==> src/rtl/wb_pkg.sv <==
// Shared constants, entry type and free-slot helper
// for the register writeback queue.
package wb_pkg;

  localparam int DATA_W = 64;
  localparam int ADDR_W = 5;
  localparam logic [ADDR_W-1:0] ZERO_REG = 5'd31;

  typedef struct packed {
    logic [ADDR_W-1:0] dest;
    logic [DATA_W-1:0] data;
  } wb_entry_t;

  // The head always pops while occupied,
  // so its slot is usable in the same cycle.
  function automatic int unsigned wb_space(
    input int unsigned cnt,
    input int unsigned depth
  );
    return depth - cnt + ((cnt != 0) ? 32'd1 : 32'd0);
  endfunction

endpackage

==> src/rtl/wb_fifo.sv <==
// Writeback storage: circular buffer, two ordered
// write ports (wr0 older), auto-pop of head, age view.
// Ports: clk, rst_n, wr0_*/wr1_* enqueue, cnt,
// ord_vld/ord_dest/ord_data (index 0 = head/oldest).
module wb_fifo #(
  parameter int DEPTH  = 4,
  parameter int DATA_W = 64,
  parameter int ADDR_W = 5
) (
  input  logic                          clk,
  input  logic                          rst_n,
  input  logic                          wr0_en,
  input  logic [ADDR_W-1:0]             wr0_dest,
  input  logic [DATA_W-1:0]             wr0_data,
  input  logic                          wr1_en,
  input  logic [ADDR_W-1:0]             wr1_dest,
  input  logic [DATA_W-1:0]             wr1_data,
  output logic [$clog2(DEPTH):0]        cnt,
  output logic [DEPTH-1:0]              ord_vld,
  output logic [DEPTH-1:0][ADDR_W-1:0]  ord_dest,
  output logic [DEPTH-1:0][DATA_W-1:0]  ord_data
);

  localparam int PW = $clog2(DEPTH);
  localparam int CW = PW + 1;

  logic [PW-1:0] head_q, head_d;
  logic [PW-1:0] tail_q, tail_d;
  logic [CW-1:0] cnt_q, cnt_d;
  logic [DEPTH-1:0][ADDR_W-1:0] dest_q, dest_d;
  logic [DEPTH-1:0][DATA_W-1:0] data_q, data_d;
  logic          pop;
  logic [PW-1:0] slot1;
  logic [PW-1:0] idx;

  always_comb begin
    pop    = (cnt_q != '0);
    dest_d = dest_q;
    data_d = data_q;
    slot1  = tail_q + PW'(wr0_en);
    if (wr0_en) begin
      dest_d[tail_q] = wr0_dest;
      data_d[tail_q] = wr0_data;
    end
    if (wr1_en) begin
      dest_d[slot1] = wr1_dest;
      data_d[slot1] = wr1_data;
    end
    head_d = head_q + PW'(pop);
    tail_d = slot1 + PW'(wr1_en);
    cnt_d  = cnt_q - CW'(pop)
           + CW'(wr0_en) + CW'(wr1_en);
  end

  always_ff @(posedge clk) begin
    if (!rst_n) begin
      head_q <= '0;
      tail_q <= '0;
      cnt_q  <= '0;
    end else begin
      head_q <= head_d;
      tail_q <= tail_d;
      cnt_q  <= cnt_d;
    end
    dest_q <= dest_d;
    data_q <= data_d;
  end

  always_comb begin
    idx      = '0;
    ord_vld  = '0;
    ord_dest = '0;
    ord_data = '0;
    for (int i = 0; i < DEPTH; i++) begin
      idx         = head_q + PW'(i);
      ord_vld[i]  = (CW'(i) < cnt_q);
      ord_dest[i] = dest_q[idx];
      ord_data[i] = data_q[idx];
    end
  end

  assign cnt = cnt_q;

endmodule

==> src/rtl/reg_writeback_queue.sv <==
// Register writeback queue: ALU/mem handshakes, XZR drop,
// one retire per cycle, pending flags. Macro WB_BYPASS_EN
// adds fwd_data_1/fwd_data_2 (youngest matching value).
module reg_writeback_queue
  import wb_pkg::*;
#(
  parameter int DEPTH  = 4,
  parameter int DATA_W = wb_pkg::DATA_W,
  parameter int ADDR_W = wb_pkg::ADDR_W
) (
  input  logic                   clk,
  input  logic                   rst_n,
  input  logic                   alu_valid,
  output logic                   alu_ready,
  input  logic [ADDR_W-1:0]      alu_dest,
  input  logic [DATA_W-1:0]      alu_data,
  input  logic                   mem_valid,
  output logic                   mem_ready,
  input  logic [ADDR_W-1:0]      mem_dest,
  input  logic [DATA_W-1:0]      mem_data,
  output logic                   reg_write,
  output logic [ADDR_W-1:0]      reg_write_dest,
  output logic [DATA_W-1:0]      reg_write_data,
  input  logic [ADDR_W-1:0]      query_addr_1,
  input  logic [ADDR_W-1:0]      query_addr_2,
  output logic                   pending_1,
  output logic                   pending_2,
  output logic [$clog2(DEPTH):0] count
`ifdef WB_BYPASS_EN
  ,
  output logic [DATA_W-1:0]      fwd_data_1,
  output logic [DATA_W-1:0]      fwd_data_2
`endif
);

  localparam int CW = $clog2(DEPTH) + 1;
  localparam logic [ADDR_W-1:0] XZR =
    ADDR_W'(ZERO_REG);

  logic [CW-1:0]                cnt;
  logic [DEPTH-1:0]             ord_vld;
  logic [DEPTH-1:0][ADDR_W-1:0] ord_dest;
  logic [DEPTH-1:0][DATA_W-1:0] ord_data;
  int unsigned                  space;
  logic                         mem_en;
  logic                         alu_en;
  logic                         hit_1;
  logic                         hit_2;

  assign space = wb_space(32'(cnt), 32'(DEPTH));

  assign mem_ready = rst_n && (space >= 32'd1);
  assign alu_ready = rst_n &&
    ((space >= 32'd2) ||
     ((space >= 32'd1) && !mem_valid));

  // XZR requests complete the handshake but never enqueue.
  assign mem_en = mem_valid && mem_ready &&
                  (mem_dest != XZR);
  assign alu_en = alu_valid && alu_ready &&
                  (alu_dest != XZR);

  wb_fifo #(
    .DEPTH  (DEPTH),
    .DATA_W (DATA_W),
    .ADDR_W (ADDR_W)
  ) u_fifo (
    .clk      (clk),
    .rst_n    (rst_n),
    .wr0_en   (mem_en),
    .wr0_dest (mem_dest),
    .wr0_data (mem_data),
    .wr1_en   (alu_en),
    .wr1_dest (alu_dest),
    .wr1_data (alu_data),
    .cnt      (cnt),
    .ord_vld  (ord_vld),
    .ord_dest (ord_dest),
    .ord_data (ord_data)
  );

  // Gated by rst_n so nothing retires on a reset edge.
  assign reg_write      = rst_n && ord_vld[0];
  assign reg_write_dest = reg_write ? ord_dest[0] : '0;
  assign reg_write_data = reg_write ? ord_data[0] : '0;
  assign count          = rst_n ? cnt : '0;

  always_comb begin
    hit_1 = 1'b0;
    hit_2 = 1'b0;
    for (int i = 0; i < DEPTH; i++) begin
      if (ord_vld[i] && ord_dest[i] == query_addr_1)
        hit_1 = 1'b1;
      if (ord_vld[i] && ord_dest[i] == query_addr_2)
        hit_2 = 1'b1;
    end
  end

  assign pending_1 = rst_n && hit_1 &&
                     (query_addr_1 != XZR);
  assign pending_2 = rst_n && hit_2 &&
                     (query_addr_2 != XZR);

`ifdef WB_BYPASS_EN
  logic [DATA_W-1:0] fwd_1;
  logic [DATA_W-1:0] fwd_2;

  // Ascending age scan: later (younger) hits win.
  always_comb begin
    fwd_1 = '0;
    fwd_2 = '0;
    for (int i = 0; i < DEPTH; i++) begin
      if (ord_vld[i] && ord_dest[i] == query_addr_1)
        fwd_1 = ord_data[i];
      if (ord_vld[i] && ord_dest[i] == query_addr_2)
        fwd_2 = ord_data[i];
    end
  end

  assign fwd_data_1 = pending_1 ? fwd_1 : '0;
  assign fwd_data_2 = pending_2 ? fwd_2 : '0;
`endif

endmodule

==> config.mk <==
export PLATFORM = sky130hd
export DESIGN_NAME = reg_writeback_queue
export DESIGN_NICKNAME = d
export VERILOG_FILES = /design/src/rtl/wb_pkg.sv /design/src/rtl/wb_fifo.sv /design/src/rtl/reg_writeback_queue.sv
export SDC_FILE = /design/constraint.sdc
export NUM_CORES = 1
export LEC_CHECK = 0
export CAP_MARGIN = 30
export CORE_ASPECT_RATIO = 1.1
export CORE_MARGIN = 4
export CORE_UTILIZATION = 45
export DETAILED_ROUTE_END_ITERATION = 8
export PLACE_DENSITY = 0.76
export REMOVE_ABC_BUFFERS = 1
export SYNTH_ARGS = -nofsm -noshare
export SYNTH_HDL_FRONTEND = slang
export SYNTH_HIERARCHICAL = 1
export SYNTH_SLANG_ARGS = --single-unit
==> constraint.sdc <==
create_clock -name clk -period 4.1 [get_ports clk]
set_input_delay 0.82 -clock clk [delete_from_list [all_inputs] [get_ports clk]]
set_output_delay 0.82 -clock clk [all_outputs]
set_load 0.01 [all_outputs]
==> impl_metrics.csv <==
group,metric,value,unit
drt,drc,0,
worst_setup_path,crit_path_cell_trace,"mux4_2 -> xor2_1 -> nor4_1 -> and3_1 -> a31oi_1 -> a31oi_1 -> clkdlybuf4s50_1",
job,cap_violations,0,
worst_setup_path,critPathMaxFanout,22,
die,coreArea,33200,um^2
sta,clock.fmax,251,MHz
synth,synth_area,15100,um^2
worst_setup_path,crit_path_end_kind,"primary output",
power,p_per_area,832,nW/um^2
clock_network,root_buffer,"clkbuf_16",
worst_setup_path,cp_common_cell,"a31oi_1",
synth,syn_avg_cell_area,8.00,um^2
sta,finalMaxSlewViolations,0,
worst_setup_path,worst-endpoint-arrival,3.16,ns
die,die_w,183,um
final_layout,fin_nets,2157,
drt,wl_met2,25700,um
placement,numPortBuffers,228,
sta,tns,0,ns
drt,drt_iter0_drc,2027,
die,start_util,45.6,%
drt,via_count,15600,
die,die_area,36600,um^2
synth,synth_warnings,6,
placement,place_congestion,0.888,
global_route,antenna_found_initial,1,
min_path,min_path_type,"flip-flop to flip-flop",
final_layout,fin_util,56.9,%
sta,fin_hold_ws,0.476,ns
placement,hpwl,32600,um
final_layout,multiInputGateArea,8620,um^2
drt,top_layer,"met4",
sta,fin_crit_sh,97.0,%
sta,min_period,3.98,ns
worst_setup_path,start_kind,"flip-flop",
global_route,overflow,0,
worst_setup_path,cp_slowest_cell,"mux4_2",
sta,hold_violations,0,
global_route,grt_pass1_vias,15400,
global_route,grt_max_degree,76,
drt,wl_met1,20700,um
final_layout,regArea,5670,um^2
drt,routedWlPerCell,22.1,um
drt,via_per_inst,6.37,
final_layout,area_growth,24.7,%
power,report.power.total,15700,uW
drt,ant_nets,0,
worst_setup_path,max_stage_delay,0.60,ns
sta,slew_headroom,54.5,%
drt,wl_met3,5620,um
die,io_pins,229,
clock_network,tritoncts,"yes",
drt,routed_wl,54000,um
final_layout,final_area,18900,um^2
sta,fin_worst_skew,0.0102,ns
sta,rsz0062_at_grt,"no",
drt,drtPass1Iterations,6,
clock_network,insertion_delay,0.55,ns
power,ir_drop,0.386,mV
worst_setup_path,crit_type,"flip-flop to primary output",
die,rows,70,
placement,placed_cell_area,17800,um^2
clock_network,hold_buffers,0,
power,power.leakage,0.00726,uW
sta,tightest_slew,0.683,ns
synth,syn_inst,1892,
final_layout,drive_gt1_share,10.4,%
clock_network,numCtsBuffers,29,
worst_setup_path,worst_ep_required_time,3.28,ns
die,die_height,200,um
worst_setup_path,crit_family,"multiplexers",
worst_setup_path,cp_num_buf_inv,1,
clock_network,cts.clk_slew.worst_paths,0.07,ns
clock_network,clock_sinks,283,
clock_network,htree_num_levels,1,
final_layout,fillers,2864,
clock_network,cts_max_path_buffers,3,
sta,setup_viol_count_final,0,
global_route,grt_pass1_wl,84000,um
outcome,status,"finished clean",
global_route,grt_use_total,27.8,%
-- layer usage --
| metal | global-route usage (%) | vias to the layer above |
|---|---|---|
| met5 | 0 | - |
| met4 | 12.0 | 0 |
| met3 | 3.83 | 161 |
| met2 | 45.5 | 1122 |
| met1 | 36.8 | 7333 |
| li1 | - | 6964 |
-- placed cells by master, fill, tap and decap left out, drive strengths merged --
cell type,count
nand2,556
a31oi,280
fa,2
nand2b,2
nor2,1
or3b,1
and3b,2
buf,55
o21ai,4
nor3,276
or4b,1
and3,76
clkbuf,36
o21a,1
or2,1
o311ai,1
ha,11
nand3,12
and2,11
a21o,1
nor3b,1
diode,1
bufinv,6
inv,13
clkinvlp,1
dfxtp,283
o31a,1
mux4,84
xor2,35
nor4,8
xnor2,11
clkdlybuf4s50,227
and4,1
a21oi,2
clkinv,9
nand3b,2
-- registers in the layout (all words and copies together), names as in the netlist --
name           flops
u_fifo/cnt         3
u_fifo/data_q    256
u_fifo/dest_q     20
u_fifo/head_q      2
u_fifo/tail_q      2
-- cell type report --
class	instances	share of cell area [%]
diodes	1	0.0133
flip-flops and latches	283	30.0
clock buffers	36	4.19
clock inverters	17	1.32
inverters	12	0.239
multi-input cells	1384	45.6
repair buffers	282	15.7
well taps	432	2.86
-- where the power goes --
group	leakage (uW)	total (uW)	internal [uW]	switching, uW
logic	0.00436	7640	3620	4020
registers	0.00238	5170	4270	893
clock network	0.000515	2910	1750	1160
total	0.00726	15700	9640	6080
-- stage by stage --
stage | std cells | setup slack (ns)
global route | 2447 | 0.000382
floorplan | 1679 | -7.28
detailed placement | 2392 | 0.296
global placement | 2392 | 0.395
finish | 2447 | 0.122
CTS | 2445 | 0.0224
-- worst reg2reg max path, delay by kind of cell (launching register included) --
kind / cells / cell delay (ns)
AOI/OAI and AO/OA: 4 / 0.58
DFF: 1 / 0.42
adders and majority gates: 3 / 0.99
and+or+nand+nor: 4 / 1.35
buffers and inverters: 2 / 0.32
-- worst paths after layout --
check / depth (start not counted) / to / slack (ns) / start
max: 7 / pending_2 / 0.12 / u_fifo/head_q[1]
min: 2 / u_fifo/data_q[146] / 0.48 / u_fifo/data_q[146]
max reg2reg: 13 / u_fifo/data_q[171] / 0.31 / u_fifo/cnt[0]
min reg2reg: 2 / u_fifo/data_q[146] / 0.48 / u_fifo/data_q[146]
-- what timing repair did --
action                                  in CTS  in global routing
endpoints found under the setup margin       0                 18
endpoints found under the hold margin        0                  0
gates resized for setup                      0                  2
buffers inserted                             0                  1
No activity file was read; power rests on OpenSTA's default activity.
